==> config.mk <==
export PLATFORM = sky130hd
export DESIGN_NAME = ascii_uart_tx
export DESIGN_NICKNAME = d
export VERILOG_FILES = /design/src/rtl/ascii_uart_tx_pkg.sv /design/src/rtl/char_fifo.sv /design/src/rtl/ascii_uart_tx.sv
export SDC_FILE = /design/constraint.sdc
export NUM_CORES = 1
export LEC_CHECK = 0
export CAP_MARGIN = 20
export CORE_MARGIN = 2
export CORE_UTILIZATION = 50
export CTS_BUF_LIST = sky130_fd_sc_hd__clkbuf_4
export DETAILED_ROUTE_END_ITERATION = 8
export PLACE_DENSITY = 0.71
export SYNTH_ARGS = -nofsm -noshare
export SYNTH_HDL_FRONTEND = slang
export SYNTH_SLANG_ARGS = --single-unit
==> constraint.sdc <==
create_clock -name clk -period 2.58 [get_ports clk]
set_clock_uncertainty 0.15 [all_clocks]
set_input_delay 0.516 -clock clk [delete_from_list [all_inputs] [get_ports clk]]
set_output_delay 0.516 -clock clk [all_outputs]
set_load 0.005 [all_outputs]
==> src/rtl/ascii_uart_tx_pkg.sv <==
// Shared definitions for the ASCII UART transmitter: FSM states, default
// parameters and the 8N1 frame length.
package ascii_uart_tx_pkg;

    typedef enum logic [1:0] {
        IDLE  = 2'd0,
        START = 2'd1,
        DATA  = 2'd2,
        STOP  = 2'd3
    } tx_state_t;

    localparam int DEFAULT_CLKS_PER_BIT = 16;
    localparam int DEFAULT_FIFO_DEPTH   = 4;
    localparam int FRAME_BITS           = 10;

endpackage

==> src/rtl/char_fifo.sv <==
// Generic byte FIFO with occupancy count; knows nothing about serial framing.
// Pushes while full and pops while empty are ignored.
module char_fifo #(
    parameter int DEPTH = 4,
    parameter int WIDTH = 8,
    localparam int PTR_W = (DEPTH > 1) ? $clog2(DEPTH) : 1,
    localparam int LVL_W = $clog2(DEPTH + 1)
) (
    input  logic             clk,
    input  logic             rst_n,
    input  logic             push,
    input  logic [WIDTH-1:0] push_data,
    input  logic             pop,
    output logic [WIDTH-1:0] pop_data,
    output logic             full,
    output logic             empty,
    output logic [LVL_W-1:0] level
);

    logic [WIDTH-1:0] mem [DEPTH];
    logic [PTR_W-1:0] wr_ptr;
    logic [PTR_W-1:0] rd_ptr;
    logic             do_push;
    logic             do_pop;

    assign full     = (level == LVL_W'(DEPTH));
    assign empty    = (level == '0);
    assign do_push  = push && !full;
    assign do_pop   = pop && !empty;
    assign pop_data = mem[rd_ptr];

    always_ff @(posedge clk) begin
        if (do_push) begin
            mem[wr_ptr] <= push_data;
        end
    end

    // Pointers wrap naturally because DEPTH is a power of two.
    always_ff @(posedge clk or negedge rst_n) begin
        if (!rst_n) begin
            wr_ptr <= '0;
            rd_ptr <= '0;
            level  <= '0;
        end else begin
            if (do_push) begin
                wr_ptr <= wr_ptr + PTR_W'(1);
            end
            if (do_pop) begin
                rd_ptr <= rd_ptr + PTR_W'(1);
            end
            case ({do_push, do_pop})
                2'b10:   level <= level + LVL_W'(1);
                2'b01:   level <= level - LVL_W'(1);
                default: level <= level;
            endcase
        end
    end

endmodule

==> src/rtl/ascii_uart_tx.sv <==
// 8N1 serial transmitter fed from a small character FIFO; frames go out
// back-to-back with no idle gap while the FIFO holds data.
module ascii_uart_tx
    import ascii_uart_tx_pkg::*;
#(
    parameter int CLKS_PER_BIT = DEFAULT_CLKS_PER_BIT,
    parameter int FIFO_DEPTH   = DEFAULT_FIFO_DEPTH
) (
    input  logic       clk,
    input  logic       rst_n,
    input  logic [7:0] in_data,
    input  logic       in_valid,
    output logic       in_ready,
    output logic       tx,
    output logic       busy,
    output logic [2:0] fifo_level
);

    localparam int LVL_W = $clog2(FIFO_DEPTH + 1);
    localparam logic [11:0] BAUD_LAST = 12'(CLKS_PER_BIT - 1);

    tx_state_t   state;
    tx_state_t   state_next;
    logic [11:0] baud_cnt;
    logic [11:0] baud_next;
    logic [2:0]  bit_idx;
    logic [2:0]  bit_next;
    logic [7:0]  shifter;
    logic [7:0]  shift_next;
    logic        tx_reg;
    logic        tx_next;
    logic        bit_end;

    logic        fifo_pop;
    logic [7:0]  fifo_dout;
    logic        fifo_full;
    logic        fifo_empty;
    logic [LVL_W-1:0] fifo_lvl;

    char_fifo #(
        .DEPTH (FIFO_DEPTH),
        .WIDTH (8)
    ) u_fifo (
        .clk       (clk),
        .rst_n     (rst_n),
        .push      (in_valid),
        .push_data (in_data),
        .pop       (fifo_pop),
        .pop_data  (fifo_dout),
        .full      (fifo_full),
        .empty     (fifo_empty),
        .level     (fifo_lvl)
    );

    assign in_ready   = !fifo_full;
    assign fifo_level = 3'(fifo_lvl);
    assign busy       = (state != IDLE) || !fifo_empty;
    assign tx         = tx_reg;
    assign bit_end    = (baud_cnt == BAUD_LAST);

    // The shifter holds the popped byte unchanged; bit_idx selects what goes on the line.
    always_comb begin
        state_next = state;
        baud_next  = baud_cnt;
        bit_next   = bit_idx;
        shift_next = shifter;
        tx_next    = tx_reg;
        fifo_pop   = 1'b0;

        case (state)
            IDLE: begin
                tx_next = 1'b1;
                if (!fifo_empty) begin
                    fifo_pop   = 1'b1;
                    shift_next = fifo_dout;
                    baud_next  = '0;
                    bit_next   = '0;
                    tx_next    = 1'b0;
                    state_next = START;
                end
            end
            START: begin
                if (bit_end) begin
                    baud_next  = '0;
                    tx_next    = shifter[0];
                    state_next = DATA;
                end else begin
                    baud_next = baud_cnt + 12'd1;
                end
            end
            DATA: begin
                if (bit_end) begin
                    baud_next = '0;
                    if (bit_idx == 3'd7) begin
                        bit_next   = '0;
                        tx_next    = 1'b1;
                        state_next = STOP;
                    end else begin
                        bit_next = bit_idx + 3'd1;
                        tx_next  = shifter[bit_idx + 3'd1];
                    end
                end else begin
                    baud_next = baud_cnt + 12'd1;
                end
            end
            STOP: begin
                if (bit_end) begin
                    baud_next = '0;
                    bit_next  = '0;
                    if (!fifo_empty) begin
                        fifo_pop   = 1'b1;
                        shift_next = fifo_dout;
                        tx_next    = 1'b0;
                        state_next = START;
                    end else begin
                        tx_next    = 1'b1;
                        state_next = IDLE;
                    end
                end else begin
                    baud_next = baud_cnt + 12'd1;
                end
            end
            default: begin
                tx_next    = 1'b1;
                state_next = IDLE;
            end
        endcase
    end

    always_ff @(posedge clk or negedge rst_n) begin
        if (!rst_n) begin
            state    <= IDLE;
            baud_cnt <= '0;
            bit_idx  <= '0;
            tx_reg   <= 1'b1;
        end else begin
            state    <= state_next;
            baud_cnt <= baud_next;
            bit_idx  <= bit_next;
            tx_reg   <= tx_next;
        end
    end

    always_ff @(posedge clk) begin
        shifter <= shift_next;
    end

endmodule

# After elaboration in Yosys (flattened, before gate mapping)
# Memory sizes are Yosys's and may differ from the RTL's.
# Index checks and enable logic that the tools add are counted.
[word_totals] n_memories=1 elab_cells=77 output_inout_bits=6 reg_bits=33 in_bits=11 ram_bits=32
[classes] muxes=32 n_reduce_logical=16 eq_ne=13 order_cmp=1 add_sub_neg=6
[mem_list] name="u_fifo.mem" words=4 width=8 read_ports=1 rd_clocked_by_memory_dff=0 write_ports=1 line="char_fifo.sv:20" rtl="logic [WIDTH-1:0] mem [DEPTH];"
[ops] op="12-bit 2-to-1 mux" n=2
[ops] op="12-bit one-hot mux with 2 select lines" n=1
[ops] op="8-bit 2-to-1 mux" n=2
[ops] op="8-bit one-hot mux with 2 select lines" n=1
[ops] op="12-bit by 1-bit adder with 12-bit output, second input constant" n=1
[ops] op="12-bit by 4-bit equality test with 1-bit output, second input constant" n=1
[ops] op="3-bit 2-to-1 mux" n=4
[ops] op="1-bit 2-to-1 mux" n=11
[ops] op="2-bit 2-to-1 mux" n=5
[ops] op="2-bit inequality test, second input constant" n=5
[ops] op="3-bit one-hot mux with 3 select lines" n=1
[ops] op="2-bit one-hot mux with 4 select lines" n=1
[ops] op="3-bit by 1-bit adder with 3-bit output, second input constant" n=2
[ops] op="2-bit equality test, second input constant" n=3
[ops] op="3-bit equality test, second input constant" n=2
[ops] op="3-bit one-hot mux with 2 select lines" n=1
[ops] op="2-bit nonzero test" n=3
[ops] op="5-bit AND reduction" n=1
[ops] op="2-bit by 1-bit adder with 2-bit output, second input constant" n=2
[ops] op="2-bit by 1-bit equality test with 1-bit output, second input constant" n=2
[ops] op="3-bit by 4-bit less-than comparator with 1-bit output, second input constant" n=1
[ops] op="1-bit one-hot mux with 4 select lines" n=1
[ops] op="4-bit AND reduction" n=1
[ops] op="1-bit binary-select mux with 3-bit select" n=1
[ops] op="other kinds (11)" n=13

# Logic depth before layout (Yosys ltp)
# Gate-level depths: netlist (run 1).
[logic_depth] word_depth=7 mapped_depth=11 depth_no_buf=10

# By module
# A second synthesis (run 1) with hierarchy kept.
[hier_totals] hier_cells=209 area_unflattened_um2=3050.4
[by_module_without_submodules] mod="char_fifo" cells_each=79 n_inst=1 seq_area_each_um2=1136.1 area_each_um2=1592.8
[by_module_without_submodules] mod="ascii_uart_tx" cells_each=130 n_inst=1 seq_area_each_um2=691.9 area_each_um2=1457.6

# Worst setup path before layout (run 1)
# OpenSTA, ideal clock, no wires.
[synth_timing] kind="flip-flop to flip-flop" startpoint="register state[0]" endpoint="register u_fifo.level[2]" arrival_time_ns=2.242 setup_time_ns=0.079 t_required_ns=2.351 slack_ns=0.109 path_stages_with_launch=11 path_cell_list="dfrtp_1 inv_1 ha_1 or2_2 nor2_1 ha_1 inv_1 fa_1 xor2_1 nor2_1 xor2_1"
[synth_between] elab_chain_len=5 elab_cells_between_ends=8
[synth_lines] item="start: declaration" line="ascii_uart_tx.sv:22" rtl="tx_state_t state;"
[synth_lines] item="start signal: assignment" line="ascii_uart_tx.sv:137" rtl="state <= state_next;"
[synth_lines] item="2-bit equality test / 2-bit logical NOT (equally long branches)" line="ascii_uart_tx.sv:70" rtl="case (state)"
[synth_lines] item="1-bit one-hot mux with 2 select lines (*)" line="ascii_uart_tx.sv:70"
[synth_lines] item="1-bit logical AND (*)" line="char_fifo.sv:29" rtl="assign do_pop = pop && !empty;"
[synth_lines] item="named net u_fifo.do_pop" line="char_fifo.sv:24" rtl="logic do_pop;"
[synth_lines] item="2-bit by 1-bit equality test with 1-bit output / 2-bit equality test (equally long branches)" line="char_fifo.sv:51" rtl="case ({do_push, do_pop})"
[synth_lines] item="3-bit one-hot mux with 2 select lines / 2-bit nonzero test (equally long branches)"
[synth_lines] item="end signal: assignment" line="char_fifo.sv:52" rtl="2'b10: level <= level + LVL_W'(1);"
[synth_lines] item="end signal: assignment" line="char_fifo.sv:53" rtl="2'b01: level <= level - LVL_W'(1);"
[synth_lines] item="end signal: assignment" line="char_fifo.sv:54" rtl="default: level <= level;"
[synth_lines] item="end: declaration" line="char_fifo.sv:17" rtl="output logic [LVL_W-1:0] level"
# Mark *: on every way through the listed nets, which the timed path passes. The rest lies on a longest branch.
# A chain may end at the register's enable or synchronous reset.

# Final worst setup path (run 1)
[layout_timing] startpoint="register baud_cnt[9]" endpoint="register u_fifo.level[2]"
[layout_between] elab_chain_len=6 elab_cells_between_ends=8
[layout_lines] item="start: declaration" line="ascii_uart_tx.sv:24" rtl="logic [11:0] baud_cnt;"
[layout_lines] item="start signal: assignment" line="ascii_uart_tx.sv:138" rtl="baud_cnt <= baud_next;"
[layout_lines] item="12-bit by 4-bit equality test with 1-bit output (*)" line="ascii_uart_tx.sv:59" rtl="assign bit_end = (baud_cnt == BAUD_LAST);"
[layout_lines] item="1-bit 2-to-1 mux (*)" line="ascii_uart_tx.sv:107" rtl="if (bit_end) begin"
[layout_lines] item="1-bit one-hot mux with 2 select lines (*)" line="ascii_uart_tx.sv:70"
[layout_lines] item="1-bit logical AND (*)" line="char_fifo.sv:29"
[layout_lines] item="named net u_fifo.do_pop" line="char_fifo.sv:24"
[layout_lines] item="2-bit by 1-bit equality test with 1-bit output / 2-bit equality test (equally long branches)" line="char_fifo.sv:51"
[layout_lines] item="3-bit one-hot mux with 2 select lines / 2-bit nonzero test (equally long branches)"
# Marked as above.

==> run_results.csv, run 1 <==
group,metric,value,unit
critical_path,endpoint_kind,"register",
logic_synthesis,synth.top_cells.by_area,"edfxtp_1 40%, dfrtp_1 20%, mux4_2 6.8%",
routing,wl_per_cell,15.87,um
routing,vias,1809,
run_status,status,"finished clean",
place,place.detailed.hpwl,3.564,mm
critical_path,cp_slowest_cell,"dfrtp_1",
clocking,cts.sinks,65,
logic_synthesis,syn_nets,234,
logic_synthesis,syn_inst,209,
place,finalWeightedCongestion,0.7920,
clocking,cts_tree,"yes",
cells_and_area,syn_to_final_growth,16.94,%
logic_synthesis,synth-async-reset-ratio,38.46,%
logic_synthesis,synthFlopType,"edfxtp_1",
timing,fmax,0.4185,GHz
critical_path,worstPathRequired,2760,ps
global_routing,grt_max_degree,26,
logic_synthesis,yosysTopAreaCell,"edfxtp_1",
routing,viasPerCell,5.566,
cells_and_area,n_antenna_cell,0,
logic_synthesis,synth_most_common_cell,"edfxtp_1",
logic_synthesis,syn-cell-area,0.002998,sq mm
logic_synthesis,avgSynthCellArea,14.34,sq um
critical_path,path_common_cell,"xor2_1",
cells_and_area,postLayoutCoreUtil,59.92,%
critical_path,crit_arrival,2570,ps
hold_path,hold_class,"input pin to asynchronous set/reset pin",
critical_path,path_max_fanout,5,
global_routing,grt_pass1_vias,1791,
logic_synthesis,ys_ff_latch,65,
critical_path,path_cells,"nor4_4, a41oi_2, nor2_4, ha_2, inv_1, fa_1, xor2_1, nor2_1, xor2_1",
logic_synthesis,synth_top_area_share,40.07,%
cells_and_area,top_regs,"u_fifo.mem (32), baud_cnt (12), shifter (8)",
timing,maxSlewHeadroom,61.20,%
timing,tightest_slew,582.0,ps
floorplanning,dieArea,0.006631,sq mm
critical_path,cpLargestDelayFamily,"simple AND/OR/NAND/NOR gates",
flow_run,drv_cap,0,
power_and_ir_drop,p_leak,1.378,nW
timing,rsz0062_at_grt,"false",
clocking,cts_htree_levels,3,
clocking,clockBufferDepth,2,
floorplanning,core_area,0.005851,sq mm
logic_synthesis,synth-edff-count,40,
place,io_buffers,16,
cells_and_area,largest_reg_flops,32,
cells_and_area,drive_gt1_share,22.40,%
critical_path,path_class,"register to register",
timing,tns,0,ps
critical_path,max_stage_delay,460,ps
power_and_ir_drop,powerDensity,689.5,mW/mm^2
timing,finalHoldViolations,0,
cells_and_area,nets,270,
timing,drv_slew,0,
routing,drc,0,
logic_synthesis,synthTopCellsByCount,"40 x edfxtp_1, 24 x dfrtp_1, 13 x ha_1",
floorplanning,rows,28,
clocking,cts_root_buf,"clkbuf_4",
clocking,clk_pin_slew_worst_paths,120,ps
global_routing,grt_pass1_wl,8.907,mm
floorplanning,start_util,51.24,%
logic_synthesis,synthDistinctLibCells,42,
global_routing,grt_use_total,18.58,%
cells_and_area,regMostFlops,"u_fifo.mem",
clocking,clock_latency,400,ps
routing,wirelength,5.159,mm
timing,finalCriticalPeriod,2389,ps
power_and_ir_drop,ir_drop,0.4605,mV
cells_and_area,final_cell_area,0.003506,sq mm
timing,setup_viol,0,
clocking,cts_made_buffers,9,
floorplanning,chipWidth,81.43,um
floorplanning,die_h,81.43,um
place,placed_area,0.003323,sq mm
critical_path,worst-path-buf-inv,1,
timing,fin_crit_sh,92.61,%
logic_synthesis,yosysWarnings,0,
critical_path,cp-start-kind,"register",
routing,first_iter_violations,77,
floorplanning,io_pins,17,
routing,ant_nets,0,
global_routing,globalRouteOverflowTotal,0,
global_routing,antenna_found_initial,0,
logic_synthesis,seq_area_frac_synth,60.98,%
routing,drtPass1Iterations,4,
-- timing repair --
item                                   4_1_cts  5_1_grt
setup endpoints to repair                    2        1
resized for setup                            2        5
hold buffers                                 0        0
endpoints found under the hold margin        0        0
buffers inserted                             1        0
-- per-layer routing --
layer	track usage, %	routed length (um)	up-vias
li1	-	-	873
met1	24.46	2366	905
met2	29.43	2587	24
met3	4.615	129	7
met4	8.136	75	0
met5	0	0	-
-- worst paths after layout --
path / slack, ps / start / to / cells after the start
setup / recovery: 190 / baud_cnt[9] / u_fifo.level[2] / 9
hold / removal: 320 / rst_n / baud_cnt[5] / 2
setup reg to reg: 190 / baud_cnt[9] / u_fifo.level[2] / 9
hold reg to reg: 380 / baud_cnt[3] / baud_cnt[3] / 1
max in group asynchronous: 1640 / rst_n / tx / 2
min in group clk: 380 / baud_cnt[3] / baud_cnt[3] / 1
-- logic make-up after synthesis --
| logic type | share of synthesized area, % |
|---|---|
| AOI/OAI and AO/OA | 7.847 |
| xor gates and xnor gates | 2.337 |
| adders and majority gates | 6.094 |
| buffers and inverters | 2.629 |
| DFF | 60.98 |
| muxes | 10.14 |
| and+or+nand+nor | 9.974 |
-- cell usage in the layout (no fill, tap or decap), types with 2 or more instances in the layout --
cell,netlist,routed
and3_1,5,5
o21ai_0,6,6
mux2_2,5,5
xor2_1,6,6
nor2b_1,2,2
and2_1,2,2
nor4_1,2,2
nor2_1,11,10
mux4_2,9,9
nor4_4,2,2
clkdlybuf4s50_1,0,15
clkbuf_4,0,9
dfrtp_1,24,24
inv_1,11,11
nand2b_1,3,3
xnor2_1,2,2
inv_6,0,3
a22o_1,5,5
nand2_1,12,12
a21oi_1,4,4
ha_1,13,12
a31oi_1,7,7
mux2i_1,3,3
nand4_1,2,2
nor3_1,5,4
a41oi_1,3,2
buf_4,0,15
edfxtp_1,40,40
nand3_1,5,5
-- layout make-up --
class | count | area (sq um)
Timing Repair Buffer | 31 | 271.5
Sequential cell | 65 | 1828
Clock inverter | 7 | 83.83
Multi-Input combinational cell | 126 | 1116
Inverter | 12 | 45.04
Clock buffer | 9 | 67.56
Fill cell | 448 | 2345
Tap cell | 75 | 93.84
-- worst reg2reg max path, cell delays in order, from the launching register on --
cell     delay [ps]
dfrtp_1         460
nor4_4          340
a41oi_2         210
nor2_4          140
ha_2            190
inv_1            50
fa_1            370
xor2_1          150
nor2_1          110
xor2_1          150
-- report_power, final --
part	leakage, nW	internal (W)	total, W	switching, W
logic	0.614	0.000178	0.000365	0.000187
registers	0.684	0.00126	0.00133	0.0000669
clock network	0.0794	0.000313	0.000721	0.000407
total	1.38	0.00176	0.00242	0.000661
-- per-stage QoR --
| stage | std cells | total power, W | worst slack, ps | hold WS (ps) |
|---|---|---|---|---|
| floorplan | 209 | 0.001544 | 108.8 | 70.41 |
| global placement | 308 | 0.001700 | 103.5 | 359.1 |
| detailed placement | 308 | 0.001719 | -8.042 | 362.8 |
| CTS | 325 | 0.002454 | 53.02 | 313.6 |
| global route | 325 | 0.002547 | 31.52 | 328.2 |
| finish | 325 | 0.002417 | 190.6 | 322.4 |
Power figures use the tool's default switching activity.
==> run 2: changes to the inputs <==
- HOLD_SLACK_MARGIN: not set -> 0.08
==> results of run 2 <==
Final layout, timing and power as in run 1 (identical DEF).
